===== src/rtl/axis_pkg.sv =====
// Shared definitions for the AXI-Stream width converters: FSM states,
// lane-index width helper and an elaboration-time parameter check.
`timescale 1ns/1ps
package axis_pkg;

   typedef enum logic {
      ST_IDLE = 1'b0,
      ST_SEND = 1'b1
   } state_t;

   // Lane index width; never below 1 so single-bit counters stay legal.
   function automatic int lane_w(input int ratio);
      int w;
      w = $clog2(ratio);
      return (w < 1) ? 1 : w;
   endfunction

endpackage

`define AXIS_PARAM_CHECK(up_w, ratio) \
   if ((((up_w) % (ratio)) != 0) || ((ratio) < 2)) begin : g_param_check \
      $error("axis: UP_WIDTH must be a multiple of RATIO and RATIO must be >= 2"); \
   end


===== src/rtl/axis_downsizer.sv =====
// AXI-Stream width down-converter: one UP_WIDTH word in, RATIO narrow beats
// out (LSB lane first), with a partial final word on tlast.
`timescale 1ns/1ps
module axis_downsizer
   import axis_pkg::*;
#(
   parameter int UP_WIDTH = 32,
   parameter int RATIO    = 4,
   parameter int DN_WIDTH = UP_WIDTH / RATIO
) (
   input  logic                                 clk,
   input  logic                                 rst,
   input  logic [UP_WIDTH-1:0]                  up_tdata,
   input  logic [axis_pkg::lane_w(RATIO)-1:0]   up_tlanes,
   input  logic                                 up_tlast,
   input  logic                                 up_tvalid,
   output logic                                 up_tready,
   output logic [DN_WIDTH-1:0]                  dn_tdata,
   output logic                                 dn_tlast,
   output logic                                 dn_tvalid,
   input  logic                                 dn_tready
);

   localparam int                LANE_W    = lane_w(RATIO);
   localparam logic [LANE_W-1:0] LAST_LANE = LANE_W'(RATIO - 1);

   `AXIS_PARAM_CHECK(UP_WIDTH, RATIO)

   // Handshake: a transfer happens on any clock edge where valid & ready are
   // both high; valid never waits on ready, and a stalled beat holds stable.
   state_t              state_q;
   logic [UP_WIDTH-1:0] word_q;
   logic                tlast_q;
   logic [LANE_W-1:0]   final_q;
   logic [LANE_W-1:0]   lane_q;
   logic [LANE_W-1:0]   final_d;
   logic                busy;
   logic                lane_done;
   logic                load;

   assign busy      = (state_q == ST_SEND);
   assign lane_done = (lane_q == final_q);

   // Non-power-of-two ratios can encode lane counts past the last lane.
   always_comb begin
      final_d = LAST_LANE;
      if (up_tlast) begin
         final_d = (up_tlanes > LAST_LANE) ? LAST_LANE : up_tlanes;
      end
   end

   // Combinational through dn_tready so back-to-back words have no bubble.
   assign up_tready = ~rst & (~busy | (lane_done & dn_tready));
   assign load      = up_tvalid & up_tready;

   always_ff @(posedge clk or posedge rst) begin
      if (rst) begin
         state_q <= ST_IDLE;
         word_q  <= '0;
         tlast_q <= 1'b0;
         final_q <= '0;
         lane_q  <= '0;
      end else begin
         case (state_q)
            ST_IDLE: begin
               if (load) begin
                  word_q  <= up_tdata;
                  tlast_q <= up_tlast;
                  final_q <= final_d;
                  lane_q  <= '0;
                  state_q <= ST_SEND;
               end
            end
            ST_SEND: begin
               if (dn_tready) begin
                  if (!lane_done) begin
                     lane_q <= lane_q + LANE_W'(1);
                  end else if (load) begin
                     word_q  <= up_tdata;
                     tlast_q <= up_tlast;
                     final_q <= final_d;
                     lane_q  <= '0;
                  end else begin
                     lane_q  <= '0;
                     state_q <= ST_IDLE;
                  end
               end
            end
            default: state_q <= ST_IDLE;
         endcase
      end
   end

   always_comb begin
      dn_tdata = '0;
      for (int k = 0; k < RATIO; k++) begin
         if (busy && (lane_q == LANE_W'(k))) begin
            dn_tdata = word_q[k*DN_WIDTH +: DN_WIDTH];
         end
      end
   end

   assign dn_tvalid = busy;
   assign dn_tlast  = busy & tlast_q & lane_done;

endmodule


===== config.mk =====
export PLATFORM = sky130hd
export DESIGN_NAME = axis_downsizer
export DESIGN_NICKNAME = d
export VERILOG_FILES = /design/src/rtl/axis_pkg.sv /design/src/rtl/axis_downsizer.sv
export SDC_FILE = /design/constraint.sdc
export NUM_CORES = 1
export LEC_CHECK = 0
export CAP_MARGIN = 30
export CORE_ASPECT_RATIO = 1.5
export CORE_MARGIN = 2
export CORE_UTILIZATION = 49
export DETAILED_ROUTE_END_ITERATION = 10
export GPL_TIMING_DRIVEN = 0
export PLACE_DENSITY_LB_ADDON = 0.05
export SLEW_MARGIN = 20
export SYNTH_ARGS = -nofsm -noshare
export SYNTH_HDL_FRONTEND = slang
export SYNTH_SLANG_ARGS = --single-unit

===== constraint.sdc =====
create_clock -name clk -period 2.15 [get_ports clk]
set_input_delay 0.3225 -clock clk [delete_from_list [all_inputs] [get_ports clk]]
set_output_delay 0.3225 -clock clk [all_outputs]
set_load 0.005 [all_outputs]

# --- Word level (Yosys, flattened, before mapping) ---
# Cells that the tools add are included.
totals:
  regBits: 38
  input_bits: 39
  out_inout_bits: 11
  wordCells: 55
op_classes:
  n_addsub: 1
  n_lt_le_gt_ge: 1
  n_eq_ne: 7
  muxes: 26
  n_bitwise: 8
  n_reduce_logical: 7
op_table:
  columns: ["op", "count"]
  rows:
  - ["$mux 32", 3]
  - ["$pmux 32 s2", 1]
  - ["$mux 8", 4]
  - ["$mux 2", 8]
  - ["$pmux 2 s2", 2]
  - ["$mux 1", 6]
  - ["$and 1x1->1", 5]
  - ["$eq 2x2->1 const B", 2]
  - ["$logic_and 1x1->1", 4]
  - ["$ne 2x2->1 const B", 2]
  - ["$pmux 1 s2", 2]
  - ["$reduce_and 2->1", 2]
  - ["$add 2x1->2 const B", 1]
  - ["$eq 2x1->1 const B", 1]
  - ["$eq 2x2->1", 1]
  - ["$gt 2x2->1 const B", 1]
  - ["$logic_not 2->1", 1]
  - ["$ne 2x1->1 const B", 1]
  - ["$not 1->1", 2]
  - ["$or 1x1->1", 1]

# --- Logic depth before layout (Yosys ltp) ---
# Gate-level depths: netlist of the first run.
depth:
  ltp_word: 9
  depth_mapped: 8
  depth_no_buf: 6

# --- Worst setup path before layout of the first run ---
# No wires, ideal clock.
synth_path:
  path_type: "input -> register"
  startpoint: "input rst"
  endpoint: "register final_q[0]"
  setup_time_ns: 0.125
  arrival_time_ns: 2.245
  t_required_ns: 2.025
  path_slack_ns: -0.220
  path_stages: 5
  n_path_buf: 1
  path_cell_list: "inv_1 nand2_1 a21oi_4 buf_8 mux2_4"
synth_between:
  elab_chain_len: 7
synth_rtl:
  columns: ["item", "line_no", "source"]
  rows:
  - ["from (decl)", "axis_downsizer.sv:12", "input logic rst,"]
  - ["$not 1->1 *", "axis_downsizer.sv:53", "assign up_tready = ~rst & (~busy | (lane_done & dn_tready));"]
  - ["$and 1x1->1 *", "axis_downsizer.sv:53", null]
  - ["$and 1x1->1 *", "axis_downsizer.sv:54", "assign load = up_tvalid & up_tready;"]
  - ["$mux 2 *", null, null]
  - ["$mux 2 (2 in a row)", null, null]
  - ["$pmux 2 s2 *", null, null]
  - ["to (signal assigned)", "axis_downsizer.sv:69", "final_q <= final_d;"]
  - ["to (signal assigned)", "axis_downsizer.sv:81", "final_q <= final_d;"]
  - ["to (decl)", "axis_downsizer.sv:34", "logic [LANE_W-1:0] final_q;"]
# Every way passes the cells marked *; elsewhere a longest branch is shown, timed or not. The select of a mux whose other input is x is not followed.
# A chain may end at the register's enable or synchronous reset.

# --- Final worst setup path of the first run ---
layout_path:
  startpoint: "register lane_q[1]"
  endpoint: "output dn_tdata[6]"
layout_between:
  elab_chain_len: 6
  word_cells_on_any_way: 12
  classes_between: "eq/ne: 3; mux: 4; reduce/logical: 5"
layout_rtl:
  columns: ["item", "line_no", "source"]
  rows:
  - ["from (decl)", "axis_downsizer.sv:35", "logic [LANE_W-1:0] lane_q;"]
  - ["from (signal assigned)", "axis_downsizer.sv:77", "lane_q <= lane_q + LANE_W'(1);"]
  - ["$logic_not 2->1", "axis_downsizer.sv:97", "if (busy && (lane_q == LANE_W'(k))) begin"]
  - ["$logic_and 1x1->1", "axis_downsizer.sv:97", null]
  - ["$mux 8 (3 in a row)", "axis_downsizer.sv:97", null]
  - ["$mux 8 *", "axis_downsizer.sv:97", null]
  - ["to (decl)", "axis_downsizer.sv:18", "output logic [DN_WIDTH-1:0] dn_tdata,"]
# Every way passes the cells marked *; elsewhere a longest branch is shown, timed or not.

==> results.txt, run 1 <==
Summing internal, switching and leakage power gives 4410 uW. After detailed routing, the number of vias per cell comes to 5.69. In the finished design, the share of the clock period the worst path needs comes to 96.8%. In the routed design, unresolved DRC markers number 0.

The run gives 0 as the total count of max-transition violations in the final report. In this run the deepest clock path goes through 2 buffers. The number of max-capacitance violations reported was 0.

The width of the chip was 56.4 um. The largest fanout on the critical path came out at 10. In this run the cell area of the synthesized design comes to 2020 um^2. Global routing finished with a remaining overflow of 0. The critical path goes through inv_4, ha_4, clkbuf_16, a21oi_1, o21ai_1, a22oi_1, nor2b_1, buf_2. HPWL after detailed placement: 3320 um. The clock edge transition at the registers on the reported setup and hold paths is 0.08 ns, and the number of DRC violations after detailed-routing iteration 0 is 88. Floorplan die height: 82.6 um. The pre-antenna-repair detailed-routing pass consisted of 4 iterations.

Summing the sequential cell areas from Yosys gives 47.2% of the chip area. The critical path contains buffers and inverters numbering 3 combined. Hold repair after CTS inserted 0 buffers. 0 antenna diodes ended up in the layout.

Summing all placed instances gives a cell area of 2570 um^2. For this run, the post-layout net count is 285. The detailed-route via count is 1640.

The die covers 4650 um^2. The largest delay contributor family on the critical path is flip-flops. The run gives 1050 uV as the maximum VDD drop.

Entering global routing, the biggest net connects 21 pins. On the worst path, the slowest cell contributes a delay of 0.45 ns. The layout overhead on the synthesized area was 50.2%; the number of buffer cells added on primary ports was 49. Leaving out fill and tap cells, the most frequent cell in the layout is sky130_fd_sc_hd__clkdlybuf4s50_1. The routed design has 5800 um of wire.

Between clock sinks in the finished design, the worst skew comes to 0.0126 ns. Across every metal layer, demand over resource in global routing totals 24.3%. For the post-route cell area, the log shows 3030 um^2. Clock tree synthesis found a total of 38 sinks. The worst hold path belongs to the class input pin to asynchronous set/reset pin.

The run gives 0 as the final-report hold violation count. The number of different library cells used by synthesis comes to 21. The logs give 2 for the maximum level of the CTS H-tree and 0.29 ns for the clock latency on the worst-skew pair. In the final timing run, aggregate negative setup slack is 0 ns.

Setup violations remaining at the end of the flow were counted as 0. Floorplan row count: 28. Synthesized net count: 210. The logs give 0.0692 ns for the setup slack of the critical path after layout and 1.83 ns for the required time of the critical path. The run finished with clean final reports. Synthesis produced a netlist whose cell count is 167. The mean area per synthesized cell works out to 12.1 um^2. On the critical path, the stage with the largest delay is an instance of sky130_fd_sc_hd__dfrtp_2. The effective utilization at floorplan was 50.9%; the leakage power was 0.00133 uW. The tools report the routability-driven placement congestion ratio as 0.808. The power density normalized to cell area was 1460 nW/um^2.

The routed length per instance was 20.1 um. For the pin with the worst max-slew slack, the measured transition is 0.537 ns. STA classifies the critical path startpoint as a register.

The initial antenna violation count is 0, and the worst endpoint data arrival time is 1.76 ns. Timing analysis after detailed placement gives a worst setup slack of -0.669 ns. Derived from the worst setup path, the maximum achievable clock frequency is 481 MHz. The number of global-route vias before repair was 1670.

The logs give 0 for the number of warnings printed during yosys synthesis and 64.0% for the worst relative slew slack. The first global-routing pass estimated 8320 um of wire. The root buffer cell chosen for the clock tree is sky130_fd_sc_hd__clkbuf_8. In the final layout, the share of cells above drive strength 1 is 48.6%. The tools report the number of I/O pins as 50. The clock period could shrink to 2.08 ns. In this run the remaining antenna-violating nets after routing total 0.

Type of the setup path with the least slack: register to output pin. The library cells used most frequently in the layout, excluding fill and tap cells, are sky130_fd_sc_hd__clkdlybuf4s50_1 (39), sky130_fd_sc_hd__dfrtp_1 (35), sky130_fd_sc_hd__mux2_4 (30). TritonCTS built the clock tree.

CTS buffer count: 5. The number of flip-flops and latches in the synthesized netlist works out to 38. Endpoint kind of the worst setup timing path: an output pin. Cells fill 76.5% of the core in the end. The placeable core region came out at 3960 um^2.
routing by layer:
layer	vias up	part of all wire [%]	global-route usage, %
met3	19	4.1	5.61
li1	728	-	-
met1	830	38	26.1
met5	-	0	0
met4	0	4.3	12.6
met2	63	53	44.6
state kept, by name (all words and copies together) (netlist names):
name,count
lane_q,2
dn_tvalid,1
tlast_q,1
final_q,2
word_q,32
kinds of logic (layout without fill, tap and decap cells):
kind of cell	Yosys count	in the layout	share of synthesized area, %
compound gates	38	38	11.4
xor+xnor	2	2	0.869
fa+ha+maj	4	4	2.48
buf+inv	22	98	5.77
flops	38	38	47.2
mux	35	35	25.1
simple gates	28	28	7.20
metrics by stage:
| stage | std cells | hold WS, ns |
|---|---|---|
| 6_report | 288 | 0.497 |
| 5_1_grt | 288 | 0.511 |
| 4_1_cts | 278 | 0.514 |
| 3_5_place_dp | 261 | 0.492 |
| 3_3_place_gp | 261 | 0.489 |
| 2_1_floorplan | 167 | 0.297 |
worst reg2reg max path, stage by stage (launching register included):
cell and delay [ns]:
sky130_fd_sc_hd__dfrtp_2 0.47, sky130_fd_sc_hd__buf_4 0.17, sky130_fd_sc_hd__xnor2_4 0.18, sky130_fd_sc_hd__nand3_2 0.12, sky130_fd_sc_hd__buf_4 0.17, sky130_fd_sc_hd__a21oi_4 0.14, sky130_fd_sc_hd__buf_4 0.18, sky130_fd_sc_hd__buf_8 0.17
sky130_fd_sc_hd__mux2_4 0.31
where the power goes:
part | switching [uW] | internal (uW)
Sequential | 325 | 1080
Clock | 250 | 259
Combinational | 1070 | 1430
Total | 1640 | 2770
cell usage after synthesis:
master,count,area [um^2]
sky130_fd_sc_hd__dfrtp_1,38,951
sky130_fd_sc_hd__mux2_4,30,450
sky130_fd_sc_hd__a21oi_1,17,85.1
sky130_fd_sc_hd__nand2_1,13,48.8
sky130_fd_sc_hd__inv_1,11,41.3
sky130_fd_sc_hd__o21ai_0,10,50.1
sky130_fd_sc_hd__a22oi_1,8,60.1
sky130_fd_sc_hd__clkbuf_1,8,30.0
sky130_fd_sc_hd__nor2b_1,8,50.1
sky130_fd_sc_hd__mux2_2,5,56.3
sky130_fd_sc_hd__ha_1,4,50.1
sky130_fd_sc_hd__buf_8,3,45.0
sky130_fd_sc_hd__nand2b_1,2,12.5
sky130_fd_sc_hd__nand4_1,2,12.5
sky130_fd_sc_hd__xnor2_1,2,17.5
sky130_fd_sc_hd__a21oi_4,1,16.3
sky130_fd_sc_hd__a22o_2,1,10.0
sky130_fd_sc_hd__nand3_2,1,10.0
sky130_fd_sc_hd__nand3b_1,1,7.51
sky130_fd_sc_hd__nor2_1,1,3.75
sky130_fd_sc_hd__o211ai_1,1,7.51
final timing paths:
kind                             from     endpoint  slack [ns]  cells past startpoint
setup / recovery            lane_q[1]  dn_tdata[6]        0.07                      8
hold / removal                    rst    word_q[2]        0.50                      2
setup reg to reg            lane_q[1]   word_q[18]        0.11                      8
hold reg to reg            word_q[17]   word_q[17]        0.51                      1
max in group asynchronous         rst    dn_tvalid        1.13                      3
min in group clk           word_q[17]   word_q[17]        0.51                      1
repair_timing:
| item | 4_1_cts | 5_1_grt |
|---|---|---|
| pin swaps | 2 | 8 |
| setup buffers | 12 | 8 |
| gates cloned | 1 | 1 |
| gates resized for setup | 59 | 33 |
| setup endpoints to repair | 46 | 39 |
cell type report:
| class | instances | area, um^2 |
|---|---|---|
| plain buffers | 7 | 104 |
| clock buffers | 7 | 86.3 |
| clock inverters | 1 | 5.00 |
| fillers | 259 | 931 |
| inverters | 11 | 50.0 |
| multi-input cells | 107 | 1140 |
| flip-flops and latches | 38 | 955 |
| well taps | 45 | 56.3 |
| repair buffers | 70 | 617 |
| repair inverters | 2 | 10.0 |
Power figures use the tool's default switching activity.
==> run 2: changes to the inputs <==
Settings changed: CORE_UTILIZATION 49 to 45.
==> run 2 against run 1 <==
  * The run now ends with DRC left
  * Maximum frequency fell by 2.8%
  * Non-clock buffer count fell by 3
  * Register-to-register slack improved by 0.04 ns
  * Clock power rose by 19%
  * Wire length fell by 7.7%
  * Final cell count fell by 0.69%
  * Sequential share of layout area rose by 0.063 points
  * Via count fell by 5.8%
  * Combinational power fell by 5%
  * Power fell by 1.6%
  * Sequential cell count did not move
  * Utilization fell by 6.0 points
  * Critical path type unchanged
  * Critical endpoint is now dn_tdata[3]
  * Largest cell class unchanged
  * Highest routed layer unchanged
==> results.txt, run 2 (synthesis results as in run 1) <==
The run finished, with violations left. The checks that failed: DRC. For the clock tree skew after final layout, the log shows 0.00738 ns (-0.00524 ns).

The final setup violation count was 0 (unchanged). The run gives 1.83 ns (about the same) as the required time of the critical path. The number of DRC violations after detailed-routing iteration 0 is 60 (-32%). The largest registers in the layout are word_q (32), final_q (2), lane_q (2). The global-route wire length before repair came out at 8000 um (-3.8%). The buffer type at the clock tree root is sky130_fd_sc_hd__clkbuf_8. The slowest library cell on the worst path was sky130_fd_sc_hd__dfrtp_2. The actual transition at the worst max-transition pin works out to 0.557 ns (+0.0195 ns). The buffer depth of the longest clock path came out at 2 (unchanged). The worst setup path is of the register to output pin kind.

Routed length per instance: 18.7 um (-7.0%). The final period utilization came out at 99.6% (+2.8 points). The post-route non-filler standard cell count came out at 286 (-0.69%).

TritonCTS built the clock tree. Remaining antenna violation count: 0 (unchanged). Register with the most flip-flops: word_q.

The fill cell total of the finished layout was 314 (+21%); the delay of the slowest cell on the worst path was 0.43 ns (-0.02 ns). In this design, the largest share of critical-path delay is due to buffers and inverters. The signal on the critical path passes through buf_6, ha_4, buf_4, a21oi_2, o21ai_2, a22oi_1, nor2b_1, clkdlybuf4s15_1. The number of buffers added to fix hold violations after cts was 0 (unchanged); the width of the chip was 58.6 um (+4.0%). The layout overhead on the synthesized area is 49.7%, and the number of global-route vias before repair is 1649 (-1.3%).

The floorplan die height came out at 86.0 um (+4.1%). The run gives 0 (unchanged) as the final-report hold violation count. The post-route cell area came out at 3020 um^2 (-0.33%).

The proportion of layout cells with a drive suffix above 1 was 45.4% (-3.1 points); the total wirelength of the detailed-routed design was 5350 um (-7.7%). The number of max-capacitance violations reported is 0 (unchanged), and the largest fanout on the critical path is 5 (-5). For the initial antenna violation count, the log shows 0 (unchanged).

The largest net degree at the start of global routing was 21 (unchanged); the routability-driven placement congestion ratio was 0.755 (-6.5%). Number of flip-flops under the largest register name: 32 (unchanged). The tools report the HPWL after detailed placement as 3210 um (-3.2%).

The class of the tightest hold or removal check was register to register. The number of detailed-route iterations in the first pass was 7 (+3); the area after detailed placement was 2570 um^2 (about the same). For the number of antenna repair diodes, the log shows 0 (unchanged).

The clock edge transition at the registers on the reported setup and hold paths is 0.08 ns (about the same). Leaving out fill and tap cells, the most frequent cells in the layout are sky130_fd_sc_hd__clkdlybuf4s50_1 (39), sky130_fd_sc_hd__dfrtp_1 (36), sky130_fd_sc_hd__mux2_4 (30). The effective utilization at floorplan was 47.1% (-3.8 points); the aggregate global-route resource usage was 21.5% (-2.8 points). The minimum period implied by the final worst setup slack was 2.14 ns (+0.0610 ns); the number of buffer cells added on primary ports was 49 (unchanged).

The logs give 5 (+5) for the residual DRC count and 0.00132 uW (-0.99%) for the leakage power. The leftover overflow at the end of global routing was 0 (unchanged); the clock net sink count was 38 (unchanged). The worst slack at placement was -0.706 ns (-0.0372 ns); the floorplan die area was 5040 um^2 (+8.3%).

The worst relative slew slack came out at 62.7% (-1.3 points). The tools report the maximum achievable frequency as 467 MHz (-2.8%). The post-route total power was 4340 uW (-1.6%). Maximum VDD drop: 755 uV (-28%).

The worst setup path is captured at an output pin. The clock latency on the worst-skew pair came out at 0.29 ns (about the same). For the detailed-route via count, the log shows 1545 (-5.8%).

The final-layout setup total negative slack came out at 0 ns (unchanged). Most common cell after layout, fill and taps aside: sky130_fd_sc_hd__clkdlybuf4s50_1. The count of placed standard cells including taps was 262 (+0.38%). STA classifies the critical path startpoint as a register. The per-cell via count in the routed design came out at 5.40 (-5.1%). Worst endpoint data arrival time: 1.82 ns (+0.06 ns).

The CTS buffer count came out at 5 (unchanged). The placeable core region is 4280 um^2 (+8.2%), and the total count of max-transition violations in the final report is 0 (unchanged). The buffer and inverter count on the worst path came out at 3 (unchanged). The power density normalized to cell area is 1440 nW/um^2 (-1.3%). The number of I/O pins came out at 50 (unchanged). The floorplan row count is 29 (+3.6%), and the layout net count is 282 (-1.1%). The tools report the maximum level of the CTS H-tree as 2 (unchanged). For the setup slack of the critical path after layout, the log shows 0.00820 ns (-0.0610 ns).
==> run 2: routing by layer <==
layer / vias up / routed length [um] / GRT usage [%]
li1: 722 / - / -
met1: 768 / 2020 / 25.0
met2: 45 / 3010 / 39.4
met3: 10 / 226 / 3.92
met4: 0 / 102 / 5.79
met5: - / 0 / 0
==> run 2: power by group <==
part           total (uW)  switching [uW]  internal (uW)
clock                 604             263            342
sequential           1370             289           1080
combinational        2370             978           1390
==> run 2: layout make-up <==
type / count / area [um^2] / area share (%)
buffer: 7 / 104 / 3.44
inverter: 11 / 47.5 / 1.58
tap: 46 / 57.6 / 1.91
multi-input combinational: 107 / 1120 / 37.1
sequential: 38 / 953 / 31.6
clock buffer: 5 / 68.8 / 2.28
timing repair buffer: 67 / 616 / 20.4
timing repair inverter: 2 / 10.0 / 0.332
clock inverter: 3 / 40.0 / 1.33
==> run 2: metrics by stage <==
| stage | util, % | hold WS, ns |
|---|---|---|
| 4_1_cts | 67.9 | 0.518 |
| 6_report | 70.5 | 0.514 |
| 3_3_place_gp | 60.0 | 0.491 |
| 5_1_grt | 70.5 | 0.535 |
| 3_5_place_dp | 60.0 | 0.494 |
| 2_1_floorplan | - | 0.297 |
==> run 2: worst register-to-register path, delay by kind of cell (launching register included) <==
family / cells / cell delay (ns)
xor+xnor: 1 / 0.18
simple gates: 1 / 0.12
compound gates: 1 / 0.17
flops: 1 / 0.47
buf+inv: 4 / 0.62
mux: 1 / 0.32
==> run 2: path summary, 6_finish.rpt <==
check	startpoint	to	slack [ns]	depth (start not counted)
min in group asynchronous	rst	word_q[31]	0.52	2
max reg2reg	lane_q[0]	word_q[19]	0.15	8
min reg2reg	word_q[6]	word_q[6]	0.51	1
max	lane_q[1]	dn_tdata[3]	0.008	8
max in group asynchronous	rst	lane_q[0]	1.17	3
min	word_q[6]	word_q[6]	0.51	1
==> run 2: timing repair <==
action                                  4_1_cts  5_1_grt
resized for setup                            66       19
setup buffers                                 9        7
endpoints found under the setup margin       46       38
pin swaps                                     4        7
gates cloned                                  1        2
hold endpoints to repair                      0        0
